### config.mk
export PLATFORM = sky130hd
export DESIGN_NAME = key_scanner
export DESIGN_NICKNAME = d
export VERILOG_FILES = /design/src/rtl/key_scanner.sv
export SDC_FILE = /design/constraint.sdc
export NUM_CORES = 1
export LEC_CHECK = 0
export CAP_MARGIN = 20
export CORE_MARGIN = 1.5
export CORE_UTILIZATION = 54
export DETAILED_ROUTE_END_ITERATION = 6
export PLACE_DENSITY = 0.74
export SYNTH_ARGS = -nofsm -noshare
export SYNTH_HDL_FRONTEND = slang
export SYNTH_HIERARCHICAL = 1
export SYNTH_SLANG_ARGS = --single-unit
### constraint.sdc
create_clock -name clk -period 3.6 [get_ports clk]
set_input_delay 1.08 -clock clk [delete_from_list [all_inputs] [get_ports clk]]
set_output_delay 1.08 -clock clk [all_outputs]
set_load 0.02 [all_outputs]
### src/rtl/key_scanner.sv
// 12-key front end: per-key synchronizers, shared stability debounce, and a
// lowest-index-wins press/release FSM with short/long hold classification.

module key_sync (
    input  logic clk,
    input  logic rst,
    input  logic din,
    output logic dout
);
    logic meta;

    always_ff @(posedge clk or posedge rst) begin
        if (rst) begin
            meta <= 1'b0;
            dout <= 1'b0;
        end else begin
            meta <= din;
            dout <= meta;
        end
    end
endmodule

module key_scanner #(
    parameter int DEBOUNCE_CYCLES   = 1_000_000,
    parameter int LONG_PRESS_CYCLES = 30_000_000
) (
    input  logic        clk,
    input  logic        rst,
    input  logic [11:0] btn_in,
    output logic [3:0]  key_idx,
    output logic        key_press,
    output logic        key_release,
    output logic        key_long,
    output logic        key_down
);
    localparam int NK = 12;
    localparam int DW = $clog2(DEBOUNCE_CYCLES + 1);
    localparam int HW = $clog2(LONG_PRESS_CYCLES + 1);

    typedef enum logic [1:0] {IDLE, PRESSED, LOCKOUT} state_t;

    logic [NK-1:0] s, p, deb, cap;
    logic [DW-1:0] scnt;
    logic [HW-1:0] hcnt;
    state_t        state;
    logic          held, long_hit;

    function automatic logic [3:0] lowest_idx(input logic [NK-1:0] v);
        lowest_idx = '0;
        for (int i = NK - 1; i >= 0; i--)
            if (v[i]) lowest_idx = 4'(i + 1);
    endfunction

    for (genvar g = 0; g < NK; g++) begin : g_sync
        key_sync u_sync (.clk(clk), .rst(rst), .din(btn_in[g]), .dout(s[g]));
    end

    // The edge that clears the counter is the same edge that brings p level
    // with s, so deb loads DEBOUNCE_CYCLES edges after that: D+3 from the raw edge.
    always_ff @(posedge clk or posedge rst) begin
        if (rst) begin
            p    <= '0;
            scnt <= '0;
            deb  <= '0;
        end else begin
            p <= s;
            if (s != p) begin
                scnt <= '0;
            end else if (scnt != DW'(DEBOUNCE_CYCLES)) begin
                scnt <= scnt + DW'(1);
                if (scnt == DW'(DEBOUNCE_CYCLES - 1)) deb <= s;
            end
        end
    end

    assign held     = |(deb & cap);
    assign long_hit = (hcnt == HW'(LONG_PRESS_CYCLES - 1));

    always_ff @(posedge clk or posedge rst) begin
        if (rst) begin
            state       <= IDLE;
            cap         <= '0;
            hcnt        <= '0;
            key_idx     <= '0;
            key_press   <= 1'b0;
            key_release <= 1'b0;
            key_long    <= 1'b0;
            key_down    <= 1'b0;
        end else begin
            key_press   <= 1'b0;
            key_release <= 1'b0;
            case (state)
                IDLE: begin
                    key_long <= 1'b0;
                    if (deb != '0) begin
                        key_idx   <= lowest_idx(deb);
                        cap       <= deb & (~deb + NK'(1));
                        key_press <= 1'b1;
                        key_down  <= 1'b1;
                        hcnt      <= '0;
                        state     <= PRESSED;
                    end
                end
                PRESSED: begin
                    // the hold still counts on the release edge, so a release
                    // coinciding with saturation reports a long keystroke
                    if (hcnt != HW'(LONG_PRESS_CYCLES)) hcnt <= hcnt + HW'(1);
                    if (long_hit) key_long <= 1'b1;
                    if (!held) begin
                        key_release <= 1'b1;
                        key_down    <= 1'b0;
                        state       <= (deb != '0) ? LOCKOUT : IDLE;
                    end
                end
                LOCKOUT: begin
                    key_long <= 1'b0;
                    if (deb == '0) state <= IDLE;
                end
                default: state <= IDLE;
            endcase
        end
    end
endmodule
After elaboration in Yosys (flattened, before gate mapping)
Cells that the tools add are included.
Widths: inputs -> output; s select.
Cells by class
  $add $sub $neg: 3
  bitwise logic cells: 4
  muxes and demuxes: 31
  reductions and logical operators: 14
  equality and inequality tests: 12
Operator list (count)
  $mux 25: 2
  $pmux 25 s2: 1
  $mux 4: 12
  $mux 20: 2
  $add 25x1->25 const B: 1
  $eq 25x25->1 const B: 1
  $ne 25x25->1 const B: 1
  $and 12x12->12: 2
  $add 20x1->20 const B: 1
  $eq 20x20->1 const B: 1
  $ne 20x20->1 const B: 1
  $add 12x1->12 const B: 1
  $logic_not 12->1: 1
  $ne 12x12->1: 1
  $not 12->12: 1
  $reduce_and 3->1: 4
  $reduce_bool 12->1: 1
  $reduce_or 12->1: 1
  $ne 2x2->1 const B: 5
  $mux 2: 4
  $mux 1: 7
  $pmux 2 s3: 1
  $reduce_bool 2->1: 3
  $pmux 1 s2: 2
  other kinds (6): 7
Word-level totals
  logic and storage cells: 99
  bits in registers: 115
  input port bits: 14

Depth between registers and ports, before layout
  depth after elaboration: 12
  gate-level depth with buffers: 7
  gate-level depth less buffers: 6

Hierarchy
The synthesis kept the hierarchy.
Modules (own cells, without submodules)
  key_scanner: area each 4264.1 um^2, cells each 422, sequential area each 2277.2 um^2, instances 1
  key_sync: area each 53.8 um^2, cells each 3, sequential area each 50.0 um^2, instances 12

Worst setup path before layout
OpenSTA, ideal clock, no wires.
  path type: flip-flop to flip-flop
  start: register g_sync[9].u_sync.dout
  end: register deb[0]
  setup time: 0.125 ns
  arrival time: 1.970 ns
  cell stages (with the launch flop): 7
  setup slack: 1.505 ns
  clock period less this slack: 2.095 ns
  required time: 3.475 ns
  path through: dfrtp_1 > xor2_1 > nor4_1 > nand3_1 > nor4_1 > buf_2 > mux2_2
Between the ends
  longest elaborated chain between the ends: 3
RTL lines
  from (decl): RTL line 8  | output logic dout
  from (signal assigned): RTL line 18  | dout <= meta;
  $ne 12x12->1: RTL line 67  | if (s != p) begin
  $not 1->1 (no source line)
  $reduce_and 3->1 (no source line)
  to (signal assigned): RTL line 71  | if (scnt == DW'(DEBOUNCE_CYCLES - 1)) deb <= s;
  to (decl): RTL line 42  | logic [NK-1:0] s, p, deb, cap;
No other way between the ends.
A chain may end at the register's enable or synchronous reset.

Worst setup path in the final report
  start: register key_idx[0]
  end: output port key_idx[0]
RTL lines
  from (decl): RTL line 30  | output logic [3:0] key_idx,
  from (signal assigned): RTL line 96  | key_idx <= lowest_idx(deb);
No word-level cell between the ends.

==> flow_summary.yaml <==
yosys:
  yosysSeqAreaShare: 0.586
  synth_seq_cells: 115
  synthArstFlopShare: 1.00
  synth_ff_type: "dfrtp_1"
  synth_edf_count: 0
  synth-simple-area-share: 0.201
  synth_area_um2: 4910
  yosysWarnings: 6
  ys_types: 44
  syn_area_per_cell_um2: 10.7
  synth_top_family_by_area: "simple AND/OR/NAND/NOR gates"
  synth_compound_area_frac: 0.0629
  synth_nets: 476
  synthAdderAreaFrac: 0.0102
  synth_mux_area_frac: 0.0339
  netlist_instances: 458
  synth_xor_xnor_area_share: 0.0749
detailed_routing:
  wl_met1_um: 4090
  routed_wl_um: 9490
  vias_per_cell: 5.61
  drc_errors: 0
  first_pass_iters: 5
  top_layer: "met4"
  vias: 3425
  initialDrtViolationCount: 248
  wl_met3_um: 301
  ant_nets: 0
  wl_met2_um: 4940
  avgRoutedWirePerCell_um: 15.5
timing:
  fin_crit_sh: 0.722
  setup_viol: 0
  slew_violations: 0
  skew_ns: 0.00955
  max-slew-margin-rel: 0.479
  worst_slew_pin_slew_ns: 0.780
  hold_viol: 0
  tns_ns: 0
  rsz0062_at_grt: "no"
  min_period_ns: 2.60
  whs_ns: 0.346
  fmaxAchievable_ghz: 0.384
  fin_ws_ns: 0.999
floorplanning:
  dieArea_um2: 9670
  std_cell_rows: 34
  dieHeight_um: 98.4
  io_pins: 22
  die_w_um: 98.4
  coreArea_um2: 8760
  start_util: 0.560
pwr:
  p_leak_nw: 2.57
  power_density_nw_per_um2: 526
  ir_drop_mv: 0.493
place:
  io_buffer_count: 21
  hpwl_um: 6200
  dp_slack_ns: 1.11
  place_congestion: 0.833
job:
  max_cap_viol_count: 0
worst_setup_path:
  r2r-end: "deb[1]$_DFFE_PP0P_"
  worstSetupPathType: "reg2out"
  critical_path.cell_chain: "clkdlybuf4s50_1"
  critPathBufInv: 1
  setup.worst_path.start: "key_idx[0]$_DFFE_PP0P_"
  cp.required_ns: 2.52
  r2r_cells: 7
  path_max_fanout: 2
  end_kind: "output port"
  worstReg2RegStart: "g_sync[11].u_sync/dout$_DFF_PP0_"
  critPathTopFamily: "buffers and inverters"
  worstPathArrival_ns: 1.52
  rrSetupSlack_ns: 1.34
  cpPeakStageDelay_ns: 0.62
  critPathSlowestCell: "clkdlybuf4s50_1"
  cp-start-kind: "register"
global_routing:
  grt_usage: 0.221
  grt_max_degree: 43
  grt_pass1_vias: 3615
  grt_pass1_wl_um: 16900
  antenna_found_initial: 0
  grt_overflow: 0
final_layout:
  nNetsFinal: 510
  syn_to_final_growth_pct: 20.0
  final_common_cell: "dfrtp_1"
  nFillCells: 668
  diodes: 0
  drive_above_1_share: 0.111
  layout_common_cells: "115 x dfrtp_1, 46 x nor2_1, 45 x nand2_1, 27 x inv_1, 26 x nand3_1"
clock_tree:
  htreeDepth: 4
  post_cts_buffers: 0
  cts_made_buffers: 17
  ctsResizeCount: 0
  clock_latency_ns: 0.52
  cts-root-buf: "clkbuf_8"
  cts_tree: "done"
  path_clk_slew_ns: 0.05
  cts_max_path_buffers: 2
  clock-sinks: 115
  cts_hold_buf: 0
hold_path:
  hold_class: "reg2reg"
  hold_depth: 0
  hold_path_startpoint: "g_sync[1].u_sync/meta$_DFF_PP0_"
  worstHoldEndpoint: "g_sync[1].u_sync/dout$_DFF_PP0_"
run_status:
  status: "finished clean"
power breakdown:
part	switching, mW	internal (mW)	leakage [nW]
clock network	0.580	1.14	0.286
registers	0.0119	1.31	1.52
logic	0.0328	0.0237	0.757
routing by layer:
layer,vias up,track usage
met5,-,0
met4,0,0.0921
met3,18,0.0480
met2,63,0.375
met1,1692,0.276
li1,1652,-
synthesized netlist by cell type (all sizes together) (6+ instances only):
cell type | number | area [um2]
nor2 | 46 | 173
nor3 | 17 | 96.4
nand4 | 12 | 75.1
o31ai | 7 | 66.3
o21ai | 16 | 80.1
a21oi | 11 | 55.1
clkbuf | 9 | 33.8
dfrtp | 115 | 2880
xnor2 | 20 | 175
nand3 | 27 | 140
or3 | 9 | 56.3
inv | 29 | 109
mux2 | 13 | 146
nand2 | 45 | 169
a22oi | 6 | 45.0
nor4 | 14 | 93.8
xor2 | 22 | 193
cells by family (layout without fill, tap and decap cells):
logic type,count (synthesis),count (layout)
AO/OA/AOI/OAI,48,48
adder cells (fa/ha/maj),4,4
XOR/XNOR,42,42
buffers and inverters,40,85
multiplexers,15,15
AND/OR/NAND/NOR,194,194
flip-flops,115,115
final cells by class:
class / instances / area (um2) / area share
flip-flops and latches: 115 / 2880 / 0.489
multi-input cells: 303 / 1890 / 0.320
clock buffers: 18 / 428 / 0.0726
repair buffers: 26 / 273 / 0.0463
clock inverters: 12 / 181 / 0.0308
well taps: 108 / 135 / 0.0229
inverters: 29 / 110 / 0.0187
registers in the layout (all words and copies together) (netlist names):
| signal | count |
|---|---|
| key_idx | 4 |
| key_down | 1 |
| key_long | 1 |
| key_release | 1 |
| key_press | 1 |
| g_sync.u_sync/dout | 12 |
| p | 12 |
| g_sync.u_sync/meta | 12 |
| state | 2 |
| hcnt | 25 |
| cap | 12 |
| deb | 12 |
| scnt | 20 |
worst max-delay path by stage:
stage | end | slack (ns) | cells past startpoint
final | key_idx[0] | 1.0 | 1
after global routing | key_idx[0] | 0.96 | 1
after CTS | key_idx[0] | 0.98 | 1
after detailed placement | hcnt[4]$_DFFE_PP0P_ | 1.11 | 3
after global placement | hcnt[5]$_DFFE_PP0P_ | 1.15 | 3
after floorplan | cap[0]$_DFFE_PP0P_ | 0.16 | 1
metrics by stage:
| stage | util | power [mW] | cell area (um2) | instances |
|---|---|---|---|---|
| floorplan | - | 1.37 | 4910 | 458 |
| global route | 0.672 | 3.20 | 5890 | 611 |
| finish | 0.672 | 3.10 | 5890 | 611 |
| detailed placement | 0.603 | 1.41 | 5280 | 581 |
| global placement | 0.603 | 1.40 | 5280 | 581 |
| CTS | 0.672 | 3.13 | 5890 | 611 |
Power figures use the tool's default switching activity.
